### src/rtl/alu_share_arbiter.sv
// alu_share_arbiter: round-robin sharing of one combinational ALU between two requesters,
// with one registered, id-tagged response slot. Optional macro: ALU_ARB_SEL_CHECK_EN.
module alu_share_arbiter #(
  parameter int XLEN = 32,
  parameter int SELW = 4
) (
  input  logic            clk,
  input  logic            rst,
  input  logic            req0_valid,
  output logic            req0_ready,
  input  logic [SELW-1:0] req0_sel,
  input  logic [XLEN-1:0] req0_a,
  input  logic [XLEN-1:0] req0_b,
  input  logic            req1_valid,
  output logic            req1_ready,
  input  logic [SELW-1:0] req1_sel,
  input  logic [XLEN-1:0] req1_a,
  input  logic [XLEN-1:0] req1_b,
  output logic [SELW-1:0] alu_sel_o,
  output logic [XLEN-1:0] alu_a_o,
  output logic [XLEN-1:0] alu_b_o,
  input  logic [XLEN-1:0] alu_result_i,
  output logic            rsp_valid,
  input  logic            rsp_ready,
  output logic            rsp_id,
  output logic [XLEN-1:0] rsp_data
`ifdef ALU_ARB_SEL_CHECK_EN
  ,
  output logic            rsp_err
`endif
);

  typedef enum logic [0:0] {IDLE = 1'b0, HOLD = 1'b1} state_t;

  state_t          state_r;
  state_t          state_nx;
  logic            last_grant_r;
  logic            can_issue;
  logic            grant0;
  logic            grant1;
  logic            granted;
  logic            sel_bad;
  logic [SELW-1:0] pick_sel;
  logic [XLEN-1:0] pick_a;
  logic [XLEN-1:0] pick_b;

`ifdef ALU_ARB_SEL_CHECK_EN
  function automatic logic sel_legal(input logic [SELW-1:0] sel);
    return (sel <= SELW'(4'd9)) || (sel == SELW'(4'd11));
  endfunction
`endif

  // Round-robin grant; the requester that did not win last time wins a conflict
  always_comb begin
    can_issue = (state_r == IDLE) || rsp_ready;
    grant0    = 1'b0;
    grant1    = 1'b0;
    if (!can_issue) begin
      grant0 = 1'b0;
      grant1 = 1'b0;
    end else if (req0_valid && req1_valid) begin
      grant0 = last_grant_r;
      grant1 = !last_grant_r;
    end else begin
      grant0 = req0_valid;
      grant1 = req1_valid;
    end
    granted    = grant0 || grant1;
    req0_ready = grant0;
    req1_ready = grant1;
  end

  // Steer the granted requester onto the ALU; idle or rejected ops drive zeros
  always_comb begin
    pick_sel = req0_sel;
    pick_a   = req0_a;
    pick_b   = req0_b;
    if (grant1) begin
      pick_sel = req1_sel;
      pick_a   = req1_a;
      pick_b   = req1_b;
    end else begin
      pick_sel = req0_sel;
      pick_a   = req0_a;
      pick_b   = req0_b;
    end
`ifdef ALU_ARB_SEL_CHECK_EN
    sel_bad = granted && !sel_legal(pick_sel);
`else
    sel_bad = 1'b0;
`endif
    if (granted && !sel_bad) begin
      alu_sel_o = pick_sel;
      alu_a_o   = pick_a;
      alu_b_o   = pick_b;
    end else begin
      alu_sel_o = {SELW{1'b0}};
      alu_a_o   = {XLEN{1'b0}};
      alu_b_o   = {XLEN{1'b0}};
    end
  end

  // Slot occupancy: a grant always (re)fills it, a drain without grant empties it
  always_comb begin
    state_nx = state_r;
    case (state_r)
      IDLE: begin
        if (granted) state_nx = HOLD;
        else         state_nx = IDLE;
      end
      HOLD: begin
        if (granted)         state_nx = HOLD;
        else if (rsp_ready)  state_nx = IDLE;
        else                 state_nx = HOLD;
      end
      default: state_nx = IDLE;
    endcase
  end

  // State, priority pointer and response slot registers
  always_ff @(posedge clk) begin
    if (rst) begin
      state_r      <= IDLE;
      last_grant_r <= 1'b1;
      rsp_id       <= 1'b0;
      rsp_data     <= {XLEN{1'b0}};
`ifdef ALU_ARB_SEL_CHECK_EN
      rsp_err      <= 1'b0;
`endif
    end else begin
      state_r <= state_nx;
      if (granted) begin
        last_grant_r <= grant1;
        rsp_id       <= grant1;
        rsp_data     <= sel_bad ? {XLEN{1'b0}} : alu_result_i;
`ifdef ALU_ARB_SEL_CHECK_EN
        rsp_err      <= sel_bad;
`endif
      end else begin
        last_grant_r <= last_grant_r;
      end
    end
  end

  assign rsp_valid = (state_r == HOLD);

endmodule

### config.mk
export PLATFORM = sky130hd
export DESIGN_NAME = alu_share_arbiter
export DESIGN_NICKNAME = d
export VERILOG_FILES = /design/src/rtl/alu_share_arbiter.sv
export SDC_FILE = /design/constraint.sdc
export NUM_CORES = 1
export LEC_CHECK = 0
export CAP_MARGIN = 10
export CORE_AREA = 4 4 107 109
export CTS_CLUSTER_DIAMETER = 30
export DETAILED_ROUTE_END_ITERATION = 10
export DIE_AREA = 0 0 111 113
export PLACE_DENSITY = 0.7
export SKIP_LAST_GASP = 1
export SYNTH_ARGS = -nofsm -noshare
export SYNTH_HDL_FRONTEND = slang
export SYNTH_SLANG_ARGS = --single-unit
### constraint.sdc
create_clock -name clk -period 4.4 [get_ports clk]
set_input_delay 0.88 -clock clk [delete_from_list [all_inputs] [get_ports clk]]
set_output_delay 0.88 -clock clk [all_outputs]
set_load 0.02 [all_outputs]
==> metrics.md, run 1 <==
| Metric | Value |
|---|---|
| Outcome | `finished clean` |
| Maxcap violations | `0` |
| Synth Net Count | `419` |
| Clk Latency, worst-skew pair | `0.28 ns` |
| Fmax achieved | `259.9 MHz` |
| Commonest non-fill, non-tap cells in the layout | `275 x clkdlybuf4s50_1, 68 x a22o_1, 35 x a21oi_1, 35 x dfxtp_1, 32 x nand3b_1` |
| Share of layout cells above drive strength 1 | `under 10%` |
| Synth Area in Adders | `0%` |
| Synth Area in XOR/XNOR | `0%` |
| Tmin final | `between 3 and 4 ns` |
| Via Count | `3039` |
| Clk buf depth | `2` |
| Post-Syn Instances | `246` |
| Worst IR drop on VDD | `between 200 and 300 uV` |
| Synth warnings | `0` |
| Post-DR vias/cell | `around 4.7` |
| Critical path capture point type | `primary output` |
| R2r startpoint | `rsp_valid$_SDFF_PP0_` |
| Initial DRC count | `140` |
| Die Wd | `111 um` |
| Port buffer count | `~280` |
| Non-Filler Instances | `646` |
| First-pass GRT wire length | `17260 um` |
| RSZ-0062 raised after global routing | `false` |
| Main combinational cell family by area after synthesis | `compound AO/OA/AOI/OAI gates` |
| DR WL/cell | `18.39 um` |
| Initial antenna violation count | `1` |
| Full die area | `~13000 um2` |
| Fin crit share | `87.46%` |
| DP HPWL | `9700 um` |
| Avg Inst Size Synth | `8.657 um2` |
| Synthesized area | `2130 um2` |
| Worst Setup Start Kind | `primary input` |
| Layout area overhead | `141.2%` |
| CTS Hold Buffers Added | `0` |
| Cell Area, Placed | `slightly below 5000 um2` |
| CTS H-Tree Depth | `2` |
| Mux contribution to synthesized area | `0%` |
| WP data required | `3.52 ns` |
| Seq/Total Area, Yosys | `32.90%` |
| Post-DRT Antenna Nets | `0` |
| Post-synthesis simple-gate area fraction | `between 10 and 15%` |
| Layout net count | `677` |
| Max transition margin | `63.92%` |
| Lkg Pwr | `1.922 nW` |
| Final setup violation count | `0` |
| Pwr dens | `249.1 nW/um2` |
| Hold Fails Final Rpt | `0` |
| Synth cell types | `21` |
| CP arrival | `2.97 ns` |
| Asr flop ratio synth | `0%` |
| Largest net degree at the start of global routing | `70` |
| Gpl congestion | `0.9442` |
| Post-CTS Resized | `0` |
| Biggest area consumer among synthesized cells | `dfxtp_1` |
| Ys flop type | `dfxtp_1` |
| WHS | `~0.48 ns` |
| Core footprint | `around 11000 um2` |
| # clock sinks | `35` |
| Placed Cells | `~640` |
| CP Launch Point | `rsp_ready` |
| FF+latch count, synth | `35` |
| Starting Density | `20.08%` |
| Fin Clk Skew | `0.005002 ns` |
| FF-to-FF setup slack | `a little over 3 ns` |
| CTS tree | `done` |
| Worst Setup EP | `alu_a_o[5]` |
| CTS Root Cell | `clkbuf_8` |
| Max Slew Vio Count | `0` |
| Total track usage | `~17%` |
| Compound-Gate Fraction of Synth Area | `~44%` |
| Fillers | `1001` |
| Setup CP Type | `in2out` |
| R2r endpoint | `rsp_data[26]$_SDFFE_PP0P_` |
| Site row count | `38` |
| Top cells by area in the synthesized netlist | `dfxtp_1 33%, a22o_1 28%, nand3b_1 11%, a21oi_1 8.2%, o21ai_0 7.3%` |
| CTS buffer count | `5` |
| Top-level I/O count | `between 200 and 300` |
| Post-route setup TNS | `0 ns` |
| Post-synth EDFFs | `0` |
| Design area | `5136 um2` |
| Vias in the first global route | `3018` |
| HP Class | `reg2reg` |
| Routed wire length | `11880 um` |
| Commonest non-fill, non-tap cell in the layout | `clkdlybuf4s50_1` |
| CP max FO | `48` |
| Die Span Y | `113 um` |
| CTS clk-pin slew, worst paths | `around 0.07 ns` |
| Post-CTS Setup Inserts | `0` |
| Grt ovf | `0` |
| Initial DRT Pass Iterations | `4` |
| Yosys top cell area share | `around a third` |
| Min-delay src | `rsp_data[2]$_SDFFE_PP0P_` |
| Worst-Margin Slew | `between 0.5 and 0.6 ns` |
| # DRC | `0` |
| R2R depth | `4` |
worst min path at each step:
stage / end / depth (start not counted) / slack (ns)
floorplan: last_grant_r$_SDFFE_PP1P_ / 2 / 0.50
global placement: rsp_data[13]$_SDFFE_PP0P_ / 2 / 0.46
detailed placement: rsp_data[8]$_SDFFE_PP0P_ / 2 / 0.47
CTS: rsp_data[2]$_SDFFE_PP0P_ / 2 / 0.48
global route: rsp_data[29]$_SDFFE_PP0P_ / 2 / 0.50
finish: rsp_data[2]$_SDFFE_PP0P_ / 2 / 0.48
registers in the layout, indices dropped and copies added (netlist names):
signal        count
rsp_valid         1
last_grant_r      1
rsp_data         32
rsp_id            1
metal layers:
layer / vias to the layer above / global-route usage (%) / wire (um)
li1: 1464 / - / -
met1: 1393 / 20.84 / 4763
met2: 172 / 30.50 / 5938
met3: 10 / 5.561 / 1031
met4: 0 / 3.366 / 147
met5: - / 0 / 0
per-stage QoR:
step                setup WS, ns  total power, mW  utilization (%)
floorplan                  1.723           0.6016                -
global placement          0.5614           0.9398            46.91
detailed placement        0.5137           0.9447            46.91
CTS                       0.5116            1.291            48.16
global route              0.4220            1.338            48.44
finish                    0.5520            1.279            48.44
area by class of cell:
| type | instances | area (um2) | area share [%] |
|---|---|---|---|
| tap | 140 | 175.2 | 3.410 |
| sequential | 35 | 700.7 | 13.64 |
| clock inverter | 2 | 60.06 | 1.169 |
| antenna | 1 | 2.502 | 0.04872 |
| inverter | 2 | 7.507 | 0.1462 |
| clock buffer | 6 | 72.57 | 1.413 |
| timing repair buffer | 283 | 2858 | 55.64 |
| multi-input combinational | 177 | 1260 | 24.53 |
report_power, final:
part           internal [mW]  switching [mW]  total, mW
Sequential             0.339          0.0111      0.350
Combinational          0.338           0.249      0.588
Clock                  0.227           0.115      0.342
Total                  0.904           0.376       1.28
Yosys cell counts (2+ instances only):
| cell type | count |
|---|---|
| buf_2 | 11 |
| dfxtp_1 | 35 |
| a22o_1 | 68 |
| a21oi_1 | 35 |
| nand3b_1 | 32 |
| buf_6 | 4 |
| clkbuf_1 | 16 |
| o21ai_0 | 31 |
| o21ai_1 | 2 |
kinds of logic after synthesis:
logic type,Yosys count
AO/OA/AOI/OAI,137
buffers and inverters,34
flip-flops,35
AND/OR/NAND/NOR,40
worst max-delay path: stages:
cell	delay, ns
clkdlybuf4s50_1	0.53
nand2b_4	0.16
nand3_2	0.08
inv_2	0.22
buf_12	0.27
a22o_1	0.18
clkdlybuf4s50_1	0.64
No activity file was read; power rests on OpenSTA's default activity.
==> run 2: changes to the inputs <==
CORE_AREA = 3 3 106 108   (was 4 4 107 109)
DIE_AREA = 0 0 109 111   (was 0 0 111 113)
REMOVE_ABC_BUFFERS = 1   (was not set)
==> metrics.md, run 2 (synthesis results as in run 1) <==
| Metric | Value |
|---|---|
| CTS clk-pin slew, worst paths | `0.08 ns` |
| Post-DRT Antenna Nets | `0` |
| Gpl congestion | `between 0.8 and 0.9` |
| Initial DRC count | `200` |
| Grt ovf | `0` |
| CP peak stage delay | `0.63 ns` |
| Lkg Pwr | `a little under 2 nW` |
| Layout area overhead | `141.7%` |
| Fillers | `942` |
| Fin Clk Skew | `0.006955 ns` |
| Via Count | `3091` |
| Layout net count | `678` |
| Total track usage | `19.52%` |
| Max reg flops | `32` |
| Clk Latency, worst-skew pair | `0.29 ns` |
| CTS buffer count | `5` |
| Post-CTS Setup Inserts | `0` |
| WHS Path Cells | `2` |
| Biggest register | `rsp_data` |
| Worst IR drop on VDD | `237.8 uV` |
| Most frequent CP cell | `clkdlybuf4s50_1` |
| R2r startpoint | `rsp_valid$_SDFF_PP0_` |
| Maxcap violations | `0` |
| Pwr dens | `246.1 nW/um2` |
| Final setup violation count | `0` |
| FF-to-FF setup slack | `3.08 ns` |
| CTS tree | `done` |
| Max Slew Vio Count | `0` |
| Worst Setup Start Kind | `primary input` |
| Outcome | `finished clean` |
| Largest net degree at the start of global routing | `70` |
| Max transition margin | `66.00%` |
| First-pass GRT wire length | `18150 um` |
| CTS Root Cell | `clkbuf_8` |
| Top-level I/O count | `277` |
| Core footprint | `roughly 10000 um2` |
| # DRC | `0` |
| DR WL/cell | `20.02 um` |
| Post-DR vias/cell | `4.807` |
| Site row count | `37` |
| Initial DRT Pass Iterations | `4` |
| # clock sinks | `35` |
| Commonest non-fill, non-tap cells in the layout | `266 x clkdlybuf4s50_1, 68 x a22o_1, 35 x a21oi_1, 35 x dfxtp_1, 32 x nand3b_1` |
| Initial antenna violation count | `1` |
| R2r endpoint | `rsp_data[12]$_SDFFE_PP0P_` |
| Utilization after layout | `between 40% and 50%` |
| Full die area | `12100 um2` |
| Hold Path End | `rsp_data[22]$_SDFFE_PP0P_` |
| Die Wd | `109 um` |
| Post-CTS Resized | `0` |
| Hold Fails Final Rpt | `0` |
| Port buffer count | `276` |
| Fmax achieved | `about 260 MHz` |
| CP arrival | `2.92 ns` |
| Clk buf depth | `2` |
| Post-route setup TNS | `0 ns` |
| DP HPWL | `10450 um` |
| Worst-Margin Slew | `between 0.5 and 0.6 ns` |
| Min-delay src | `rsp_data[22]$_SDFFE_PP0P_` |
| Vias in the first global route | `3058` |
| R2R depth | `4` |
| WHS | `0.4773 ns` |
| Starting Density | `20.63%` |
| WP data required | `3.52 ns` |
| Commonest non-fill, non-tap cell in the layout | `clkdlybuf4s50_1` |
| Buf+Inv Stages, Crit Path | `4` |
| Critical path capture point type | `primary output` |
| Delay-heaviest family, CP | `buffers and inverters` |
| Share of layout cells above drive strength 1 | `6.324%` |
| Tmin final | `3.802 ns` |
| CTS Hold Buffers Added | `0` |
| Worst path cell trace | `clkdlybuf4s50_1 > nand2b_4 > nand3_2 > inv_2 > buf_12 > a22o_1 > clkdlybuf4s50_1` |
| CTS H-Tree Depth | `2` |
| Setup CP Type | `in2out` |
| CP max FO | `37` |
| RSZ-0062 raised after global routing | `false` |
| Slowest-stage cell, CP | `clkdlybuf4s50_1` |
| HP Class | `reg2reg` |
| Die Span Y | `111 um` |
| Fin crit share | `86.40%` |
| Routed wire length | `between 10000 and 15000 um` |
## run 2: cell count changes in the layout (fill, tap and decap cells not counted)
cell / previous run / this run
buf_12: 2 / 7
buf_16: 1 / 0
buf_4: 5 / 11
bufinv_16: 2 / 1
clkbuf_1: 1 / 0
clkbuf_8: 5 / 6
clkdlybuf4s50_1: 275 / 266
inv_6: 0 / 1
## run 2: cell type report
cell class	count	area, um2	share of cell area [%]
Antenna cell	1	2.502	0.04861
Timing Repair Buffer	284	2885	56.05
Tap cell	136	170.2	3.306
Inverter	2	7.507	0.1458
Clock inverter	2	38.79	0.7535
Clock buffer	6	82.58	1.604
Sequential cell	35	700.7	13.61
Multi-Input combinational cell	177	1260	24.48
## run 2: how the worst max path moves through the flow
| stage | startpoint | end | cells after the start |
|---|---|---|---|
| 3_3_place_gp | rsp_ready | alu_b_o[15] | 7 |
| 3_5_place_dp | rsp_ready | alu_b_o[15] | 7 |
| 4_1_cts | rsp_ready | alu_b_o[15] | 7 |
| 2_1_floorplan | rsp_ready | alu_a_o[0] | 3 |
| 5_1_grt | rsp_ready | alu_b_o[15] | 7 |
| 6_report | rsp_ready | alu_b_o[15] | 7 |
## run 2: routing by layer
metal  GRT usage (%)  vias to the layer above  part of all wire [%]
li1                -                     1469                     -
met1           21.95                     1454                    38
met2           33.95                      158                    49
met3           8.445                       10                    12
met4           3.788                        0                   1.2
met5               0                        -                     0
## run 2: worst register-to-register path: cells and delay by family (launching register included)
family                 cells  cell delay, ns
DFF                        1            0.39
AOI/OAI and AO/OA          2            0.34
buffers and inverters      1            0.32
and+or+nand+nor            1            0.21
## run 2: stage by stage
stage	total power, mW	cell area, um2	worst slack, ns	std cells
after floorplan	0.5836	1966	0.7528	214
final	1.267	5147	0.5982	643
after CTS	1.281	5145	0.5821	642
after global routing	1.326	5147	0.4932	643
after detailed placement	0.9614	5024	0.5841	634
after global placement	0.9539	5024	0.6093	634
## run 2: power breakdown
group | total (mW) | switching [mW] | leakage [nW] | internal, mW
Combinational | 0.601 | 0.257 | 1.60 | 0.344
Clock | 0.316 | 0.130 | 0.0618 | 0.187
Sequential | 0.350 | 0.0110 | 0.290 | 0.339
Total | 1.27 | 0.397 | 1.95 | 0.870
